`src/rtl/cycle_seq_pkg.sv`:
```
// ---------------------------------------------------------------------------
// cycle_seq_pkg
//  Shared types and defaults for the machine-cycle sequencer.
//  - seq_state_t : machine-cycle state encoding (IDLE, FETCH, EXEC, EXEC2)
//  - NPH_DEFAULT : default beats per machine cycle
//  - CNT_W_DEFAULT : default width of the retired-instruction counter
//  - is_exec()   : true for both exec cycle kinds
// ---------------------------------------------------------------------------
package cycle_seq_pkg;

    typedef enum logic [1:0] {
        IDLE  = 2'd0,
        FETCH = 2'd1,
        EXEC  = 2'd2,
        EXEC2 = 2'd3
    } seq_state_t;

    localparam int NPH_DEFAULT   = 8;
    localparam int CNT_W_DEFAULT = 16;

    function automatic logic is_exec(input seq_state_t s);
        return (s == EXEC) || (s == EXEC2);
    endfunction

endpackage

```
`src/rtl/phase_ring.sv`:
```
// ---------------------------------------------------------------------------
// phase_ring
//  NPH-bit one-hot beat ring. Reset and the synchronous load both put the
//  ring on beat 0; when enabled it rotates one beat per clock.
//  Ports:
//   CLK   in   1    clock
//   CLRn  in   1    asynchronous active-low reset
//   load  in   1    synchronous load to beat 0 (priority over en)
//   en    in   1    advance one beat
//   ring  out  NPH  one-hot beat register
//   last  out  1    ring is on beat NPH-1
// ---------------------------------------------------------------------------
module phase_ring
    import cycle_seq_pkg::*;
#(
    parameter int NPH = NPH_DEFAULT
) (
    input  logic           CLK,
    input  logic           CLRn,
    input  logic           load,
    input  logic           en,
    output logic [NPH-1:0] ring,
    output logic           last
);

    localparam logic [NPH-1:0] BEAT0 = {{(NPH-1){1'b0}}, 1'b1};

    logic [NPH-1:0] ring_r;

    // One-hot rotation; beat NPH-1 wraps back to beat 0.
    always_ff @(posedge CLK or negedge CLRn) begin
        if (!CLRn) begin
            ring_r <= BEAT0;
        end else if (load) begin
            ring_r <= BEAT0;
        end else if (en) begin
            ring_r <= {ring_r[NPH-2:0], ring_r[NPH-1]};
        end else begin
            ring_r <= ring_r;
        end
    end

    assign ring = ring_r;
    assign last = ring_r[NPH-1];

endmodule

```
`src/rtl/cycle_sequencer.sv`:
```
// ---------------------------------------------------------------------------
// cycle_sequencer
//  Machine-cycle controller: run/stop control, FETCH -> EXEC (-> EXEC2)
//  sequencing over NPH beats, gated one-hot beats and a retired count.
//  Optional feature macro: STEP_MODE_EN (adds STEP_MODE input; when high at
//  the final exec beat the sequencer returns to IDLE after the instruction).
//  Ports:
//   CLK        in   1      clock
//   CLRn       in   1      asynchronous active-low reset
//   START      in   1      run request, honoured only in IDLE
//   STOP       in   1      stop request, latched while running
//   HALT_REQ   in   1      halt level, sampled at instruction end
//   LONG_INSN  in   1      needs EXEC2, sampled at FETCH beat NPH-1
//   STEP_MODE  in   1      (STEP_MODE_EN only) single-instruction mode
//   T          out  NPH    one-hot beat, zero when not running
//   CYC_FETCH  out  1      FETCH cycle
//   CYC_EXEC   out  1      EXEC or EXEC2 cycle
//   CYC_EXEC2  out  1      EXEC2 cycle
//   RUNNING    out  1      not IDLE
//   INSN_DONE  out  1      last beat of the final exec cycle
//   INSN_CNT   out  CNT_W  retired-instruction count (wraps)
// ---------------------------------------------------------------------------
module cycle_sequencer
    import cycle_seq_pkg::*;
#(
    parameter int NPH   = NPH_DEFAULT,
    parameter int CNT_W = CNT_W_DEFAULT
) (
    input  logic             CLK,
    input  logic             CLRn,
    input  logic             START,
    input  logic             STOP,
    input  logic             HALT_REQ,
    input  logic             LONG_INSN,
`ifdef STEP_MODE_EN
    input  logic             STEP_MODE,
`endif
    output logic [NPH-1:0]   T,
    output logic             CYC_FETCH,
    output logic             CYC_EXEC,
    output logic             CYC_EXEC2,
    output logic             RUNNING,
    output logic             INSN_DONE,
    output logic [CNT_W-1:0] INSN_CNT
);

    localparam logic [CNT_W-1:0] CNT_ONE = {{(CNT_W-1){1'b0}}, 1'b1};

    seq_state_t       state_r;
    logic             stop_pend_r;
    logic             long_q_r;
    logic [CNT_W-1:0] insn_cnt_r;

    logic [NPH-1:0]   ring_s;
    logic             last_s;
    logic             running_s;
    logic             final_s;
    logic             step_s;
    logic             stop_now_s;

`ifdef STEP_MODE_EN
    assign step_s = STEP_MODE;
`else
    assign step_s = 1'b0;
`endif

    // The ring sits on beat 0 throughout IDLE so the first FETCH beat is T[0].
    phase_ring #(.NPH(NPH)) u_ring (
        .CLK  (CLK),
        .CLRn (CLRn),
        .load (state_r == IDLE),
        .en   (running_s),
        .ring (ring_s),
        .last (last_s)
    );

    assign running_s  = (state_r != IDLE);
    // Final exec beat: last beat of a short EXEC, or of EXEC2.
    assign final_s    = last_s && (((state_r == EXEC) && !long_q_r) || (state_r == EXEC2));
    assign stop_now_s = stop_pend_r || STOP || HALT_REQ || step_s;

    // Machine-cycle FSM; every transition out of a running state waits for the last beat.
    always_ff @(posedge CLK or negedge CLRn) begin
        if (!CLRn) begin
            state_r  <= IDLE;
            long_q_r <= 1'b0;
        end else begin
            case (state_r)
                IDLE: begin
                    state_r <= (START && !STOP) ? FETCH : IDLE;
                end
                FETCH: begin
                    if (last_s) begin
                        long_q_r <= LONG_INSN;
                        state_r  <= EXEC;
                    end
                end
                EXEC: begin
                    if (last_s) begin
                        if (long_q_r) begin
                            state_r <= EXEC2;
                        end else begin
                            state_r <= stop_now_s ? IDLE : FETCH;
                        end
                    end
                end
                EXEC2: begin
                    if (last_s) begin
                        state_r <= stop_now_s ? IDLE : FETCH;
                    end
                end
                default: begin
                    state_r <= IDLE;
                end
            endcase
        end
    end

    // Stop latch: armed only while running, consumed when the instruction retires.
    always_ff @(posedge CLK or negedge CLRn) begin
        if (!CLRn) begin
            stop_pend_r <= 1'b0;
        end else if (state_r == IDLE) begin
            stop_pend_r <= 1'b0;
        end else if (final_s && stop_now_s) begin
            stop_pend_r <= 1'b0;
        end else if (STOP) begin
            stop_pend_r <= 1'b1;
        end else begin
            stop_pend_r <= stop_pend_r;
        end
    end

    // Retired-instruction counter, wraps naturally at all-ones.
    always_ff @(posedge CLK or negedge CLRn) begin
        if (!CLRn) begin
            insn_cnt_r <= {CNT_W{1'b0}};
        end else if (final_s) begin
            insn_cnt_r <= insn_cnt_r + CNT_ONE;
        end else begin
            insn_cnt_r <= insn_cnt_r;
        end
    end

    assign T         = ring_s & {NPH{running_s}};
    assign CYC_FETCH = (state_r == FETCH);
    assign CYC_EXEC  = is_exec(state_r);
    assign CYC_EXEC2 = (state_r == EXEC2);
    assign RUNNING   = running_s;
    assign INSN_DONE = final_s;
    assign INSN_CNT  = insn_cnt_r;

endmodule
```
`config.mk`:
```
export PLATFORM = sky130hd
export DESIGN_NAME = cycle_sequencer
export DESIGN_NICKNAME = d
export VERILOG_FILES = /design/src/rtl/cycle_seq_pkg.sv /design/src/rtl/phase_ring.sv /design/src/rtl/cycle_sequencer.sv
export SDC_FILE = /design/constraint.sdc
export NUM_CORES = 1
export LEC_CHECK = 0
export CORE_ASPECT_RATIO = 0.9
export CORE_UTILIZATION = 47
export DETAILED_ROUTE_END_ITERATION = 10
export PLACE_DENSITY = 0.78
export SLEW_MARGIN = 20
export SYNTH_ARGS = -nofsm -noshare
export SYNTH_HDL_FRONTEND = slang
export SYNTH_HIERARCHICAL = 1
export SYNTH_SLANG_ARGS = --single-unit
```
`constraint.sdc`:
```
create_clock -name CLK -period 2 [get_ports CLK]
set_input_delay 0.4 -clock CLK [delete_from_list [all_inputs] [get_ports CLK]]
set_output_delay 0.4 -clock CLK [all_outputs]
set_load 0.05 [all_outputs]
```
---- Word level (Yosys, flattened, before mapping) ----
Cells that the tools add are included.
W data, S select, Z words.
storage, ports and cells
  word-level logic and storage cells ...... 41
  bits of input ports ..................... 6
  register bits ........................... 28
operators by class
  eq/ne operators ......................... 6
  add/subtract/negate cells ............... 1
  reductions and logical operators ........ 16
  mux-type cells .......................... 12
  bitwise gates (word level) .............. 1
operators by type and width
  operator                 number
  $add A16 B1 Y16 const B  1
  $mux W8                  2
  $and A8 B8 Y8            1
  $mux W2                  4
  $pmux W2 S4              1
  $ne A2 B1 Y1 const B     3
  $mux W1                  5
  $eq A2 B2 Y1 const B     2
  $logic_and A1 B1 Y1      4
  $logic_or A1 B1 Y1       4
  $reduce_bool A2 Y1       2
  $reduce_and A3 Y1        1
  $reduce_bool A3 Y1       1
  $eq A2 B1 Y1 const B     1
  $logic_not A1 Y1         2
  $logic_not A2 Y1         1
  $reduce_and A2 Y1        1

---- Longest topological paths before layout ----
Gate-level depths: netlist of the first run.
  depth after elaboration ................. 7
  depth in mapped cells ................... 6

---- Cells and area by module ----
Netlist of the first run, hierarchy kept.
modules (own cells, without submodules)
  module           area an instance (µm²)  cells each  instances  sequential area each (µm²)
  cycle_sequencer  950.9                   90          1          500.5
  phase_ring       337.8                   27          1          201.4

---- Least setup slack after synthesis of the first run ----
OpenSTA, ideal clock, no wires.
  kind .................................... flip-flop to flip-flop
  start ................................... reg long_q_r
  end ..................................... reg insn_cnt_r[1], in the netlist INSN_CNT[1]
  path buffers ............................ 0
  data required time ...................... 1.875 ns
  path slack .............................. 0.082 ns
  stages on the path, launching flop included .. 4
  setup time .............................. 0.125 ns
  arrival time ............................ 1.793 ns
  cell sequence ........................... dfrtp_1 -> nor2b_1 -> nor2_1 -> mux2_2
between the ends
  word-level cells in the longest chain between the ends .. 4
RTL lines
  what                      line                    RTL
  start: declaration        cycle_sequencer.sv:51   logic long_q_r;
  start signal: assignment  cycle_sequencer.sv:86   long_q_r <= 1'b0;
  start signal: assignment  cycle_sequencer.sv:94   long_q_r <= LONG_INSN;
  $logic_not A1 Y1          cycle_sequencer.sv:79   assign final_s = last_s && (((state_r == EXEC) && !long_q_r) || (state_r == EXEC2));
  $logic_and A1 B1 Y1       cycle_sequencer.sv:79
  $logic_or A1 B1 Y1        cycle_sequencer.sv:79
  $logic_and A1 B1 Y1       cycle_sequencer.sv:79
  via INSN_DONE             cycle_sequencer.sv:43   output logic INSN_DONE,
  end signal: assignment    cycle_sequencer.sv:137  insn_cnt_r <= {CNT_W{1'b0}};
  end signal: assignment    cycle_sequencer.sv:139  insn_cnt_r <= insn_cnt_r + CNT_ONE;
  end signal: assignment    cycle_sequencer.sv:141  insn_cnt_r <= insn_cnt_r;
  end: declaration          cycle_sequencer.sv:52   logic [CNT_W-1:0] insn_cnt_r;
The timed path passes the listed nets, and every way through them passes these cells.
A chain may end at the register's enable or synchronous reset.

---- Worst setup path in the final report of the first run ----
  start ................................... reg insn_cnt_r[6], in the netlist INSN_CNT[6]
  end ..................................... out INSN_CNT[6]
RTL lines
  what              line                   RTL
  end: declaration  cycle_sequencer.sv:44  output logic [CNT_W-1:0] INSN_CNT
No word-level cell between the ends.

==> results.py, run 1 <==
metrics = {
    "critical_path": {
        "regToRegSetupSlack_ns": 0.43,
        "path_class": "reg -> out",
        "cp-end-kind": "output port",
        "crit_family": "buffers and inverters",
        "path_cells": "clkdlybuf4s50_1",
        "worst-path-buf-inv": 1,
        "worst_path_max_delay_cell": "clkdlybuf4s50_1",
        "cp.depth": 1,
        "crit_fanout": 3,
        "cp.required_ns": 1.60,
        "rr_worst_depth": 5,
        "max_stage_delay_ns": 0.81,
        "r2r_end": "INSN_CNT[13]",
        "worstSetupStartpointType": "flip-flop",
        "r2r_start": "long_q_r",
        "cp.arrival_ns": 1.53,
    },
    "die": {
        "dieArea_mm2": 0.00296,
        "core_mm2": 0.00253,
        "fp-row-count": 17,
        "start_util_pct": 50.9,
        "fp.dieH_um": 51.7,
        "pin_count": 35,
        "die_w_um": 57.2,
    },
    "timing": {
        "hold_viol": 0,
        "drv_slew": 0,
        "rsz0062_at_grt": "false",
        "max_freq_ghz": 0.517,
        "skew_ns": 0.00407,
        "relSlewSlack_pct": 66.0,
        "period_needed_ns": 1.93,
        "fin_hold_ws_ns": 0.421,
        "finalCritPeriodShare_pct": 96.7,
        "final.setup.tns_ns": 0,
        "finalSetupViolations": 0,
        "worstMarginPinSlew_ns": 0.508,
    },
    "placed_design": {
        "io_buffers": 34,
        "placed_area_mm2": 0.00165,
        "dp_hpwl_um": 1800,
        "gp_congestion": 0.739,
    },
    "yosys": {
        "synth.mux.area_fraction_pct": 7.18,
        "yosys.area_share.simple_pct": 22.2,
        "syn_inst": 117,
        "synth-seq-cells": 28,
        "synth_adder_area_share_pct": 0.971,
        "synth.largest_area_cell": "dfrtp_1",
        "synth_warnings": 6,
        "syn_nets": 124,
        "yosysTopAreaCellShare_pct": 52.4,
        "synth-compound-area-share_pct": 1.75,
        "yosys.area_share.xor_xnor_pct": 10.2,
        "yosysSeqAreaShare_pct": 54.5,
        "syn_area_per_cell_um2": 11.0,
        "synth_top_family_by_area": "simple AND/OR/NAND/NOR gates",
        "netlist_area_mm2": 0.00129,
        "synth_area_leaders": "dfrtp_1, xnor2_1, mux2i_1",
        "synth_cell_type_count": 28,
    },
    "status": {
        "violations": "design-rule violations",
        "outcome": "finished, violations left",
    },
    "clock_tree": {
        "cts.clk_slew.worst_paths_ns": 0.15,
        "cts.sinks": 28,
        "cts_setup_buffers": 0,
        "clk_latency_ns": 0.32,
        "tritoncts": "done",
        "cts_made_buffers": 3,
        "root_buffer": "clkbuf_4",
        "htreeDepth": 1,
        "clockBufferDepth": 2,
    },
    "route": {
        "wl_per_cell_um": 13.0,
        "firstDrtPassIters": 9,
        "route.detailed.drc": 2,
        "vias": 963,
        "wl_met1_um": 1110,
        "wl_met3_um": 75,
        "totalWireLength_um": 2370,
        "viasPerCell": 5.29,
        "top_layer": "met4",
        "ant_nets": 0,
        "drtIter0Drc": 12,
        "dr_wl_met2_um": 1140,
    },
    "pwr": {
        "pwr_density_cell_mw_per_mm2": 513,
        "p_leak_nw": 1.00,
        "ir_drop_mv": 0.308,
    },
    "final_layout": {
        "area_growth_pct": 31.1,
        "fin_nets": 162,
        "utilization_pct": 66.7,
        "finalInstanceArea_mm2": 0.00169,
        "multi_input_area_um2": 548,
        "diodes": 0,
        "drive_above_1_share_pct": 18.2,
        "final.fill_count": 228,
        "final-seq-area_um2": 702,
    },
    "grt": {
        "grt_pass1_wl_um": 3840,
        "antenna_found_initial": 0,
        "gr-total-overflow": 0,
        "grt_pass1_vias": 854,
        "grtUsageTotal_pct": 17.3,
        "grt_max_degree": 29,
    },
    "job": {
        "maxCapViolations": 0,
    },
    "hold_path": {
        "holdCritPathClass": "in -> async",
    },
}
-- layer usage --
layer,vias to the layer above,global-route usage (%)
met5,-,0
met4,0,8.54
met3,4,2.74
met2,19,27.5
met1,476,23.3
li1,464,-
-- layout make-up --
type,count,area share (%)
well taps,28,2.07
clock buffers,4,2.15
flip-flops and latches,28,41.6
inverters,3,0.667
multi-input cells,81,32.4
repair buffers,38,21.1
-- cells by family (layout without fill, tap and decap cells) --
family / after synthesis / count (layout)
simple gates: 53 / 53
compound gates: 3 / 3
buf+inv: 8 / 45
flops: 28 / 28
fa+ha+maj: 1 / 1
xor+xnor: 15 / 15
mux: 9 / 9
-- worst max-delay path by stage --
stage | slack (ns) | to | startpoint
floorplan | 0.08 | INSN_CNT[1] | long_q_r
global placement | 0.37 | INSN_DONE | u_ring/ring[7]
detailed placement | 0.33 | INSN_DONE | u_ring/ring[7]
CTS | 0.005 | INSN_CNT[9] | INSN_CNT[9]
global route | 0.02 | INSN_CNT[6] | INSN_CNT[6]
finish | 0.07 | INSN_CNT[6] | INSN_CNT[6]
-- through the flow --
step,instances,setup WS [ns],total power [mW]
floorplan,117,0.0824,0.580
global route,182,0.0209,0.896
detailed placement,178,0.332,0.603
finish,182,0.0662,0.867
global placement,178,0.368,0.603
CTS,182,0.00459,0.873
-- flip-flops by register name, summed over array words and instances, names as in the netlist --
register / count
INSN_CNT: 16
u_ring/ring: 8
state_r: 2
long_q_r: 1
stop_pend_r: 1
-- synthesized netlist by cell type --
library cell / number
a211o_1: 1
and2_1: 1
and3_1: 1
and4_1: 2
buf_4: 1
buf_6: 1
clkbuf_1: 3
dfrtp_1: 27
dfstp_2: 1
ha_1: 1
inv_1: 3
mux2_2: 2
mux2i_1: 7
nand2_1: 7
nand2_2: 1
nand3_1: 5
nand3b_1: 1
nand4_1: 5
nor2_1: 13
nor2b_1: 9
nor2b_2: 1
nor3_1: 5
nor3_2: 1
o21ai_0: 1
o221ai_1: 1
or3_4: 1
xnor2_1: 10
xor2_1: 5
-- cells in the final DEF (no fill, tap or decap), types with 2 or more instances in the layout --
master / instances
inv_1: 3
mux2_2: 2
clkdlybuf4s50_1: 7
nand2_1: 7
xor2_1: 5
dlymetal6s2s_1: 6
nor2b_1: 9
nor3_1: 5
dlygate4sd2_1: 9
mux2i_1: 7
dfrtp_1: 27
clkbuf_4: 3
and4_1: 2
buf_4: 15
nor2_1: 12
nand4_1: 5
xnor2_1: 10
nand3_1: 5
-- power breakdown --
part	internal (mW)	switching [mW]
Sequential	0.567	0.000492
Clock	0.111	0.164
Combinational	0.0111	0.0126
-- timing repair --
item	4_1_cts	5_1_grt
hold buffers	0	0
hold endpoints to repair	0	0
endpoints found under the setup margin	10	6
resized for setup	10	6
No activity file was read; power rests on OpenSTA's default activity.
==> run 2: changes to the inputs <==
Settings changed: MAX_ROUTING_LAYER set to met4.
==> results.py, run 2 (synthesis results as in run 1) <==
metrics = {
    "critical_path": {
        "crit_fanout": 3,
        "path_cells": "clkdlybuf4s50_1",
        "crit_family": "buffers and inverters",
        "cp.required_ns": 1.60,
        "path_class": "reg -> out",
        "worst-path-buf-inv": 1,
        "cp.arrival_ns": 1.53,
        "cp-end-kind": "output port",
        "max_stage_delay_ns": 0.81,
        "worst_path_max_delay_cell": "clkdlybuf4s50_1",
        "worstSetupStartpointType": "flip-flop",
    },
    "final_layout": {
        "most-common-layout-cells": "dfrtp_1, buf_4, nor2_1",
        "diodes": 0,
        "drive_above_1_share_pct": 18.2,
        "finalInstanceArea_mm2": 0.00169,
        "fin_nets": 162,
        "largest_reg_flops": 16,
        "final_common_cell": "dfrtp_1",
        "area_growth_pct": 31.1,
    },
    "job": {
        "maxCapViolations": 0,
    },
    "clock_tree": {
        "root_buffer": "clkbuf_4",
        "htreeDepth": 1,
        "cts_made_buffers": 3,
        "cts.clk_slew.worst_paths_ns": 0.15,
        "cts.sinks": 28,
        "clk_latency_ns": 0.32,
        "cts_setup_buffers": 0,
        "clockBufferDepth": 2,
        "tritoncts": "done",
    },
    "placed_design": {
        "placed_area_mm2": 0.00165,
        "place_ws_ns": 0.332,
        "io_buffers": 34,
        "dp_hpwl_um": 1800,
        "gp_congestion": 0.748,
    },
    "route": {
        "vias": 960,
        "route.detailed.drc": 2,
        "totalWireLength_um": 2380,
        "firstDrtPassIters": 9,
        "drtIter0Drc": 14,
        "ant_nets": 0,
        "wl_per_cell_um": 13.1,
        "viasPerCell": 5.27,
    },
    "die": {
        "start_util_pct": 50.9,
        "pin_count": 35,
        "fp-row-count": 17,
        "die_w_um": 57.2,
        "core_mm2": 0.00253,
        "dieArea_mm2": 0.00296,
        "fp.dieH_um": 51.7,
    },
    "grt": {
        "gr-total-overflow": 0,
        "grtUsageTotal_pct": 17.8,
        "use_met3_pct": 2.74,
        "busiest_layer": "met2",
        "grt_util_met2_pct": 27.6,
        "grt_pass1_vias": 853,
        "grt_max_degree": 29,
        "grt_pass1_wl_um": 3850,
        "grtUsageMet1_pct": 23.1,
        "antenna_found_initial": 0,
    },
    "timing": {
        "period_needed_ns": 1.93,
        "final.setup.tns_ns": 0,
        "hold_viol": 0,
        "max_freq_ghz": 0.517,
        "worst_slack_ns": 0.0665,
        "finalCritPeriodShare_pct": 96.7,
        "skew_ns": 0.00476,
        "drv_slew": 0,
        "finalSetupViolations": 0,
        "relSlewSlack_pct": 66.0,
        "worstMarginPinSlew_ns": 0.509,
        "rsz0062_at_grt": "false",
    },
    "pwr": {
        "swShare_pct": 20.5,
        "pwr_density_cell_mw_per_mm2": 513,
        "p_int_uw": 690,
        "power_uw": 867,
        "p_clk_share_pct": 31.8,
        "p_switching_uw": 177,
        "ir_drop_mv": 0.308,
        "p_comb_share_pct": 2.7,
        "seq_power_share_pct": 65.5,
        "p_leak_nw": 1.00,
    },
    "status": {
        "violations": "design-rule violations",
        "outcome": "finished, violations left",
    },
    "hold_path": {
        "holdCritPathClass": "in -> async",
    },
}
==> run 2: cell counts in the layout (fill, tap and decap cells not counted) <==
No cell type changed its count.
==> run 2: worst paths after layout <==
check                           slack (ns)  cells after the start             end          from
worst max register to register        0.43                      5    INSN_CNT[13]      long_q_r
worst max-delay path                  0.07                      1     INSN_CNT[6]   INSN_CNT[6]
worst min-delay path                  0.42                      2  u_ring/ring[5]          CLRn
max in group asynchronous             1.27                      2  u_ring/ring[0]          CLRn
min in group CLK                      0.48                      1    INSN_CNT[15]  INSN_CNT[15]
worst min register to register        0.48                      1    INSN_CNT[15]  INSN_CNT[15]
==> run 2: power by group through the flow <==
stage          clock, mW  combinational, mW  sequential (mW)
6_report           0.276             0.0238            0.568
5_1_grt            0.300             0.0269            0.568
4_1_cts            0.281             0.0250            0.568
3_5_place_dp           0             0.0249            0.578
3_3_place_gp           0             0.0244            0.578
2_1_floorplan          0            0.00149            0.578
==> run 2: per-stage QoR <==
stage,hold slack (ns),utilization (%),instances
2_1_floorplan,0.104,-,117
3_3_place_gp,0.459,65.1,178
3_5_place_dp,0.465,65.1,178
4_1_cts,0.438,66.1,182
5_1_grt,0.460,66.7,182
6_report,0.421,66.7,182
==> run 2: layout make-up <==
class | instances | area [um2]
flip-flops and latches | 28 | 702
clock buffers | 4 | 36.3
fillers | 228 | 842
inverters | 3 | 11.3
multi-input cells | 81 | 548
repair buffers | 38 | 357
well taps | 28 | 35.0
==> run 2: metal layers <==
layer  wire, um  part of all wire (%)
met2       1140                    48
met5          0                     0
met1       1130                    47
met3         75                   3.1
met4         43                   1.8
==> run 2: timing repair <==
action / in CTS / in global routing
gates resized for setup: 10 / 6
setup endpoints to repair: 10 / 6
hold buffers: 0 / 0
==> run 3: changes to the inputs <==
Settings changed: CAP_MARGIN set to 20.
==> results of run 3 <==
The final DEF is identical to that of run 2; final timing and power are the same.
